<file path="config.mk">
export PLATFORM = sky130hd
export DESIGN_NAME = vs_gen
export DESIGN_NICKNAME = d
export VERILOG_FILES = /design/src/rtl/vs_gen_pkg.sv /design/src/rtl/vs_edge_det.sv /design/src/rtl/vs_gen.sv
export SDC_FILE = /design/constraint.sdc
export NUM_CORES = 1
export LEC_CHECK = 0
export CAP_MARGIN = 25
export CORE_MARGIN = 2
export CORE_UTILIZATION = 62
export DETAILED_ROUTE_END_ITERATION = 12
export HOLD_SLACK_MARGIN = 0.06
export PLACE_DENSITY_LB_ADDON = 0.2
export SYNTH_ARGS = -nofsm -noshare
export SYNTH_HDL_FRONTEND = slang
export SYNTH_SLANG_ARGS = --single-unit
</file>
<file path="constraint.sdc">
create_clock -name CLK_I -period 6.9 [get_ports CLK_I]
set_input_delay 0.69 -clock CLK_I [delete_from_list [all_inputs] [get_ports CLK_I]]
set_output_delay 0.69 -clock CLK_I [all_outputs]
set_load 0.02 [all_outputs]
</file>
<file path="src/rtl/vs_gen_pkg.sv">
// vs_gen_pkg: shared definitions for the VS generator.
//   - vs_state_e : generator state encoding (idle / pulse high / pulse low)
//   - DEF_*_BW   : default counter and input widths
//   - cfg_valid  : period/width legality check (args zero-extended to 32 bits)
package vs_gen_pkg;

    typedef enum logic [1:0] {
        StIdle,
        StActive,
        StBlank
    } vs_state_e;

    localparam int unsigned DEF_PERIOD_BW    = 24;
    localparam int unsigned DEF_WIDTH_BW     = 16;
    localparam int unsigned DEF_FRAME_CNT_BW = 16;

    // A frame needs at least one high and one low cycle.
    function automatic logic cfg_valid(input logic [31:0] period, input logic [31:0] width);
        return (width >= 32'd1) && (period >= 32'd2) && (width < period);
    endfunction

endpackage

</file>
<file path="src/rtl/vs_edge_det.sv">
// vs_edge_det: one-flop rising-edge detector.
//   clk  : clock
//   rst  : synchronous active-high reset (clears the history flop)
//   sig  : monitored signal
//   rise : high while sig is 1 and was 0 on the previous clock
module vs_edge_det (
    input  logic clk,
    input  logic rst,
    input  logic sig,
    output logic rise
);

    logic sig_q;

    always_ff @(posedge clk) begin
        if (rst) begin
            sig_q <= 1'b0;
        end else begin
            sig_q <= sig;
        end
    end

    assign rise = sig & ~sig_q;

endmodule

</file>
<file path="src/rtl/vs_gen.sv">
// vs_gen: programmable vertical-sync generator.
// Produces a periodic active-high VS pulse whose period and high time are sampled into
// shadow registers at every frame start. Optional macro VS_GEN_LOCK_EN adds reference
// lock: a qualified rising edge on REF_VS_I forces an immediate frame start.
// Ports:
//   CLK_I, RST_I     : clock, synchronous active-high reset
//   GEN_EN_I         : generator enable (deassertion lets the current frame finish)
//   PERIOD_CLKNUM_I  : rise-to-rise period in clocks
//   WIDTH_CLKNUM_I   : high time in clocks
//   REF_VS_I         : reference VS            (VS_GEN_LOCK_EN only)
//   REF_STABLE_I     : reference qualified     (VS_GEN_LOCK_EN only)
//   LOCKED_O         : last start was ref-led  (VS_GEN_LOCK_EN only)
//   VS_O, VS_POS_O   : generated VS and its frame-start pulse
//   FRAME_CNT_O      : frames started since reset, wrapping
//   CFG_ERR_O        : configuration invalid at last sample
module vs_gen
    import vs_gen_pkg::*;
#(
    parameter int unsigned C_PERIOD_BW    = DEF_PERIOD_BW,
    parameter int unsigned C_WIDTH_BW     = DEF_WIDTH_BW,
    parameter int unsigned C_FRAME_CNT_BW = DEF_FRAME_CNT_BW
) (
    input  logic                      CLK_I,
    input  logic                      RST_I,
    input  logic                      GEN_EN_I,
    input  logic [C_PERIOD_BW-1:0]    PERIOD_CLKNUM_I,
    input  logic [C_WIDTH_BW-1:0]     WIDTH_CLKNUM_I,
`ifdef VS_GEN_LOCK_EN
    input  logic                      REF_VS_I,
    input  logic                      REF_STABLE_I,
    output logic                      LOCKED_O,
`endif
    output logic                      VS_O,
    output logic                      VS_POS_O,
    output logic [C_FRAME_CNT_BW-1:0] FRAME_CNT_O,
    output logic                      CFG_ERR_O
);

    localparam logic [C_PERIOD_BW-1:0]    CntOne   = C_PERIOD_BW'(1);
    localparam logic [C_FRAME_CNT_BW-1:0] FrameOne = C_FRAME_CNT_BW'(1);

    vs_state_e                 state_q, state_d;
    logic [C_PERIOD_BW-1:0]    cnt_q, cnt_d;
    logic [C_PERIOD_BW-1:0]    period_sh_q, period_sh_d;
    logic [C_PERIOD_BW-1:0]    width_sh_q, width_sh_d;
    logic [C_FRAME_CNT_BW-1:0] frame_cnt_q, frame_cnt_d;
    logic                      cfg_err_q, cfg_err_d;
    logic                      vs_q, vs_d;
    logic                      vs_pos_q, vs_pos_d;
    logic                      valid;
    logic                      ref_hit;
    logic                      sample;
    logic                      start;

`ifdef VS_GEN_LOCK_EN
    logic ref_rise;
    logic locked_q, locked_d;

    vs_edge_det u_ref_edge (
        .clk  (CLK_I),
        .rst  (RST_I),
        .sig  (REF_VS_I),
        .rise (ref_rise)
    );

    assign ref_hit = ref_rise & REF_STABLE_I & GEN_EN_I & valid;
`else
    assign ref_hit = 1'b0;
`endif

    assign valid = cfg_valid(32'(PERIOD_CLKNUM_I), 32'(WIDTH_CLKNUM_I));

    always_comb begin
        state_d     = state_q;
        cnt_d       = cnt_q;
        period_sh_d = period_sh_q;
        width_sh_d  = width_sh_q;
        frame_cnt_d = frame_cnt_q;
        cfg_err_d   = cfg_err_q;
        sample      = 1'b0;
        start       = 1'b0;

        unique case (state_q)
            StIdle: begin
                sample = 1'b1;
            end
            StActive: begin
                cnt_d = cnt_q + CntOne;
                if (cnt_q == width_sh_q - CntOne) begin
                    state_d = StBlank;
                end
            end
            StBlank: begin
                cnt_d = cnt_q + CntOne;
                if (cnt_q == period_sh_q - CntOne) begin
                    sample = 1'b1;
                end
            end
            default: begin
                state_d = StIdle;
                cnt_d   = '0;
            end
        endcase

        // A reference hit overrides whatever the frame was doing; when it lands on a
        // natural boundary it is still just one frame start.
        if (ref_hit) begin
            start = 1'b1;
        end else if (sample) begin
            if (GEN_EN_I && valid) begin
                start = 1'b1;
            end else begin
                state_d = StIdle;
                cnt_d   = '0;
                if (GEN_EN_I) begin
                    cfg_err_d = 1'b1;
                end
            end
        end

        if (start) begin
            state_d     = StActive;
            cnt_d       = '0;
            period_sh_d = PERIOD_CLKNUM_I;
            width_sh_d  = C_PERIOD_BW'(WIDTH_CLKNUM_I);
            frame_cnt_d = frame_cnt_q + FrameOne;
            cfg_err_d   = 1'b0;
        end

        vs_d     = (state_d == StActive);
        vs_pos_d = start;
    end

`ifdef VS_GEN_LOCK_EN
    always_comb begin
        locked_d = locked_q;
        if (start) begin
            locked_d = ref_hit;
        end
    end

    always_ff @(posedge CLK_I) begin
        if (RST_I) begin
            locked_q <= 1'b0;
        end else begin
            locked_q <= locked_d;
        end
    end

    assign LOCKED_O = locked_q;
`endif

    always_ff @(posedge CLK_I) begin
        if (RST_I) begin
            state_q     <= StIdle;
            cnt_q       <= '0;
            period_sh_q <= '0;
            width_sh_q  <= '0;
            frame_cnt_q <= '0;
            cfg_err_q   <= 1'b0;
            vs_q        <= 1'b0;
            vs_pos_q    <= 1'b0;
        end else begin
            state_q     <= state_d;
            cnt_q       <= cnt_d;
            period_sh_q <= period_sh_d;
            width_sh_q  <= width_sh_d;
            frame_cnt_q <= frame_cnt_d;
            cfg_err_q   <= cfg_err_d;
            vs_q        <= vs_d;
            vs_pos_q    <= vs_pos_d;
        end
    end

    assign VS_O        = vs_q;
    assign VS_POS_O    = vs_pos_q;
    assign FRAME_CNT_O = frame_cnt_q;
    assign CFG_ERR_O   = cfg_err_q;

endmodule

</file>
==> flow_summary.yaml <==
status:
  outcome: "finished, final reports clean"
cts:
  cts_root_buf: "clkbuf_8"
  clockBufferDepth: 2
  cts_sinks: 85
  cts_tree: "done"
  cts_resized: 0
  clock_latency_ps: 360
  cts_hold_buffers: 0
  cts-htree-levels: 3
  postCtsSetupBuffers: 0
  cts_made_buffers: 9
  clk_pin_slew_worst_paths_ps: 90
synth:
  yosys.cell_types.count: 64
  synth_cells: 723
  ys_seq_elements: 85
  async_reset_ff_share_pct: 0
  synth_edf_count: 0
  syn_nets: 789
  synth_area_per_cell_um2: 7.914
  ys_warn_count: 0
  ys_seq_area_share_pct: 29.74
  ys.flop_type: "dfxtp_1"
  synth_area_mm2: 0.005722
global_route:
  grt_pass1_vias: 5143
  grt_first_pass_wirelength_mm: 25.41
  grt_max_degree: 76
  overflow: 0
  antenna_found_initial: 0
  gr-usage-all-layers_pct: 31.25
worst_setup_path:
  path_buf_inv: 1
  critPathLaunchType: "flip-flop"
  r2r_slack_ps: 2900
  worstRegToRegCells: 9
  worstSetupPathType: "flip-flop to flip-flop"
  worstPathRequired_ps: 7180
  crit_fanout: 61
  rr_endpoint: "cnt_q[13]"
  critPathMaxStageDelay_ps: 770
  crit_chain: "nor4_2 > nand4_1 > or2_0 > a31oi_1 > a211oi_2 > a41oi_4 > buf_4 > nand3b_1 > nor2_1"
  end_kind: "flip-flop"
  critPathTopFamily: "simple AND/OR/NAND/NOR gates"
  cpMaxStageDelayCell: "nand3b_1"
  rr_startpoint: "period_sh_q[5]"
  arrival_ps: 4270
timing:
  hold_ws_ps: 507.1
  max_freq_mhz: 250.3
  relSlewSlack_pct: 27.61
  setup_tns_ps: 0
  setup_viol: 0
  rsz0062_at_grt: "false"
  finClkSkew_ps: 14.00
  worst_slew_pin_slew_ps: 1076
  period_share_pct: 57.91
  hold_viol_final: 0
  layout_min_cycle_time_ps: 3996
  slew_viol_final: 0
layout:
  final_cell_mix: "dfxtp_1 (85), nand3_1 (69), nor2_1 (64)"
  final_common_cell: "dfxtp_1"
  finalNetCount: 808
  num_antenna_cells: 0
  layout-drive-gt1-share_pct: 6.292
  fillers: 744
  finalNonFillerCells: 858
  final_area_mm2: 0.006481
  synthToLayoutAreaGrowth_pct: 13.27
min_path:
  min_to: "FRAME_CNT_O[9]"
  worstHoldStart: "FRAME_CNT_O[9]"
  min_path_cells: 2
  hold_path_class: "flip-flop to flip-flop"
route:
  firstDrtPassIters: 5
  drcViolationCount: 0
  vias_per_cell: 6.460
  drt-wirelength-per-cell_um: 17.81
  vias: 5543
  wl_mm: 15.28
  drt_iter0_markers: 413
  ant_nets: 0
floorplanning:
  core_mm2: 0.009109
  ioPinCount: 62
  die_h_um: 100.1
  die_area_mm2: 0.01001
  die_w_um: 100.1
  rows: 35
  start_util_pct: 62.82
power_and_ir_drop:
  p_per_area_mw_per_mm2: 182.7
  ir_drop_mv: 0.09579
  power.leakage_nw: 2.386
  power_w: 0.001184
run:
  max_cap_viol_count: 0
place:
  placed_area_mm2: 0.006254
  numPortBuffers: 61
  dp_hpwl_mm: 11.19
  gp_congestion: 0.9318
  dp.cells: 841
==> metal layers <==
| layer | GRT usage [%] | routed length (µm) | vias to the layer above |
|---|---|---|---|
| met2 | 50.21 | 7129 | 217 |
| met4 | 9.378 | 318 | 0 |
| met1 | 43.37 | 6730 | 2609 |
| met5 | 0 | 0 | - |
| met3 | 5.084 | 1101 | 30 |
| li1 | - | - | 2687 |
==> kinds of logic (layout without fill, tap and decap cells) <==
logic type,after synthesis,after routing,synth area share (%)
muxes,12,12,2.252
buffers and inverters,87,111,6.473
xor gates and xnor gates,72,72,11.02
AOI/OAI and AO/OA,157,157,18.61
DFF,85,85,29.74
and+or+nand+nor,287,287,26.88
adders and majority gates,23,23,5.030
==> through the flow <==
stage               util [%]  setup WS [ps]
floorplan                  -           3773
global placement       68.65           3061
detailed placement     68.65           2991
CTS                    71.10           2978
global route           71.15           2503
finish                 71.15           2904
==> where the power goes <==
part	switching (W)	leakage (nW)	internal, W
Combinational	0.000141	1.58	0.000111
Sequential	0.0000259	0.693	0.000507
Clock	0.000192	0.115	0.000206
==> cell type report <==
type	count	area [µm²]	share of cell area, %
Multi-Input combinational cell	551	3661	56.49
Inverter	27	101.3	1.564
Clock inverter	7	98.84	1.525
Clock buffer	9	123.9	1.911
Tap cell	111	138.9	2.143
Sequential cell	85	1702	26.25
Timing Repair Buffer	68	655.6	10.12
==> state kept, by name (all words and copies together) (netlist names) <==
register / cells
cnt_q: 24
width_sh_q: 16
period_sh_q: 24
CFG_ERR_O: 1
VS_O: 1
state_q: 2
FRAME_CNT_O: 16
VS_POS_O: 1
==> synth_stat cells, types with 3 or more instances <==
cell type / number / area [µm²]
or4_1: 12 / 90.09
nor3_1: 18 / 90.09
and4_1: 3 / 26.28
buf_1: 4 / 15.01
a21oi_1: 51 / 255.2
a211oi_2: 3 / 37.54
mux2i_1: 5 / 50.05
nand4b_1: 6 / 52.55
o211ai_1: 5 / 37.54
o21ai_0: 11 / 55.05
or3_1: 5 / 31.28
dfxtp_1: 85 / 1702
nand4_1: 11 / 68.82
and3_1: 11 / 68.82
nand2_1: 30 / 112.6
nor2_1: 64 / 240.2
buf_2: 11 / 55.05
a31oi_1: 7 / 43.79
o31ai_1: 49 / 367.9
xnor2_1: 39 / 341.6
nand3_1: 69 / 345.3
buf_6: 4 / 45.04
clkbuf_1: 41 / 153.9
a211oi_1: 4 / 30.03
nor4_1: 27 / 168.9
nor2b_1: 10 / 62.56
inv_1: 26 / 97.59
ha_1: 23 / 287.8
xor2_1: 33 / 289.0
mux2_2: 7 / 78.83
a41oi_1: 3 / 26.28
==> worst register-to-register path, cell delays in order (launching register included) <==
cell,delay (ps)
dfxtp_1,400
nor4_2,520
nand4_1,500
or2_0,380
a31oi_1,200
a211oi_2,130
a41oi_4,170
buf_4,520
nand3b_1,830
nor2_1,290
==> worst max-delay path by stage <==
stage	from	end	depth (start not counted)
floorplan	period_sh_q[0]	FRAME_CNT_O[12]	12
global placement	PERIOD_CLKNUM_I[4]	VS_O	12
detailed placement	PERIOD_CLKNUM_I[4]	VS_O	12
CTS	period_sh_q[5]	cnt_q[13]	9
global route	period_sh_q[9]	cnt_q[23]	9
finish	period_sh_q[5]	cnt_q[13]	9
Note: power is estimated with default switching activity, not from simulation.
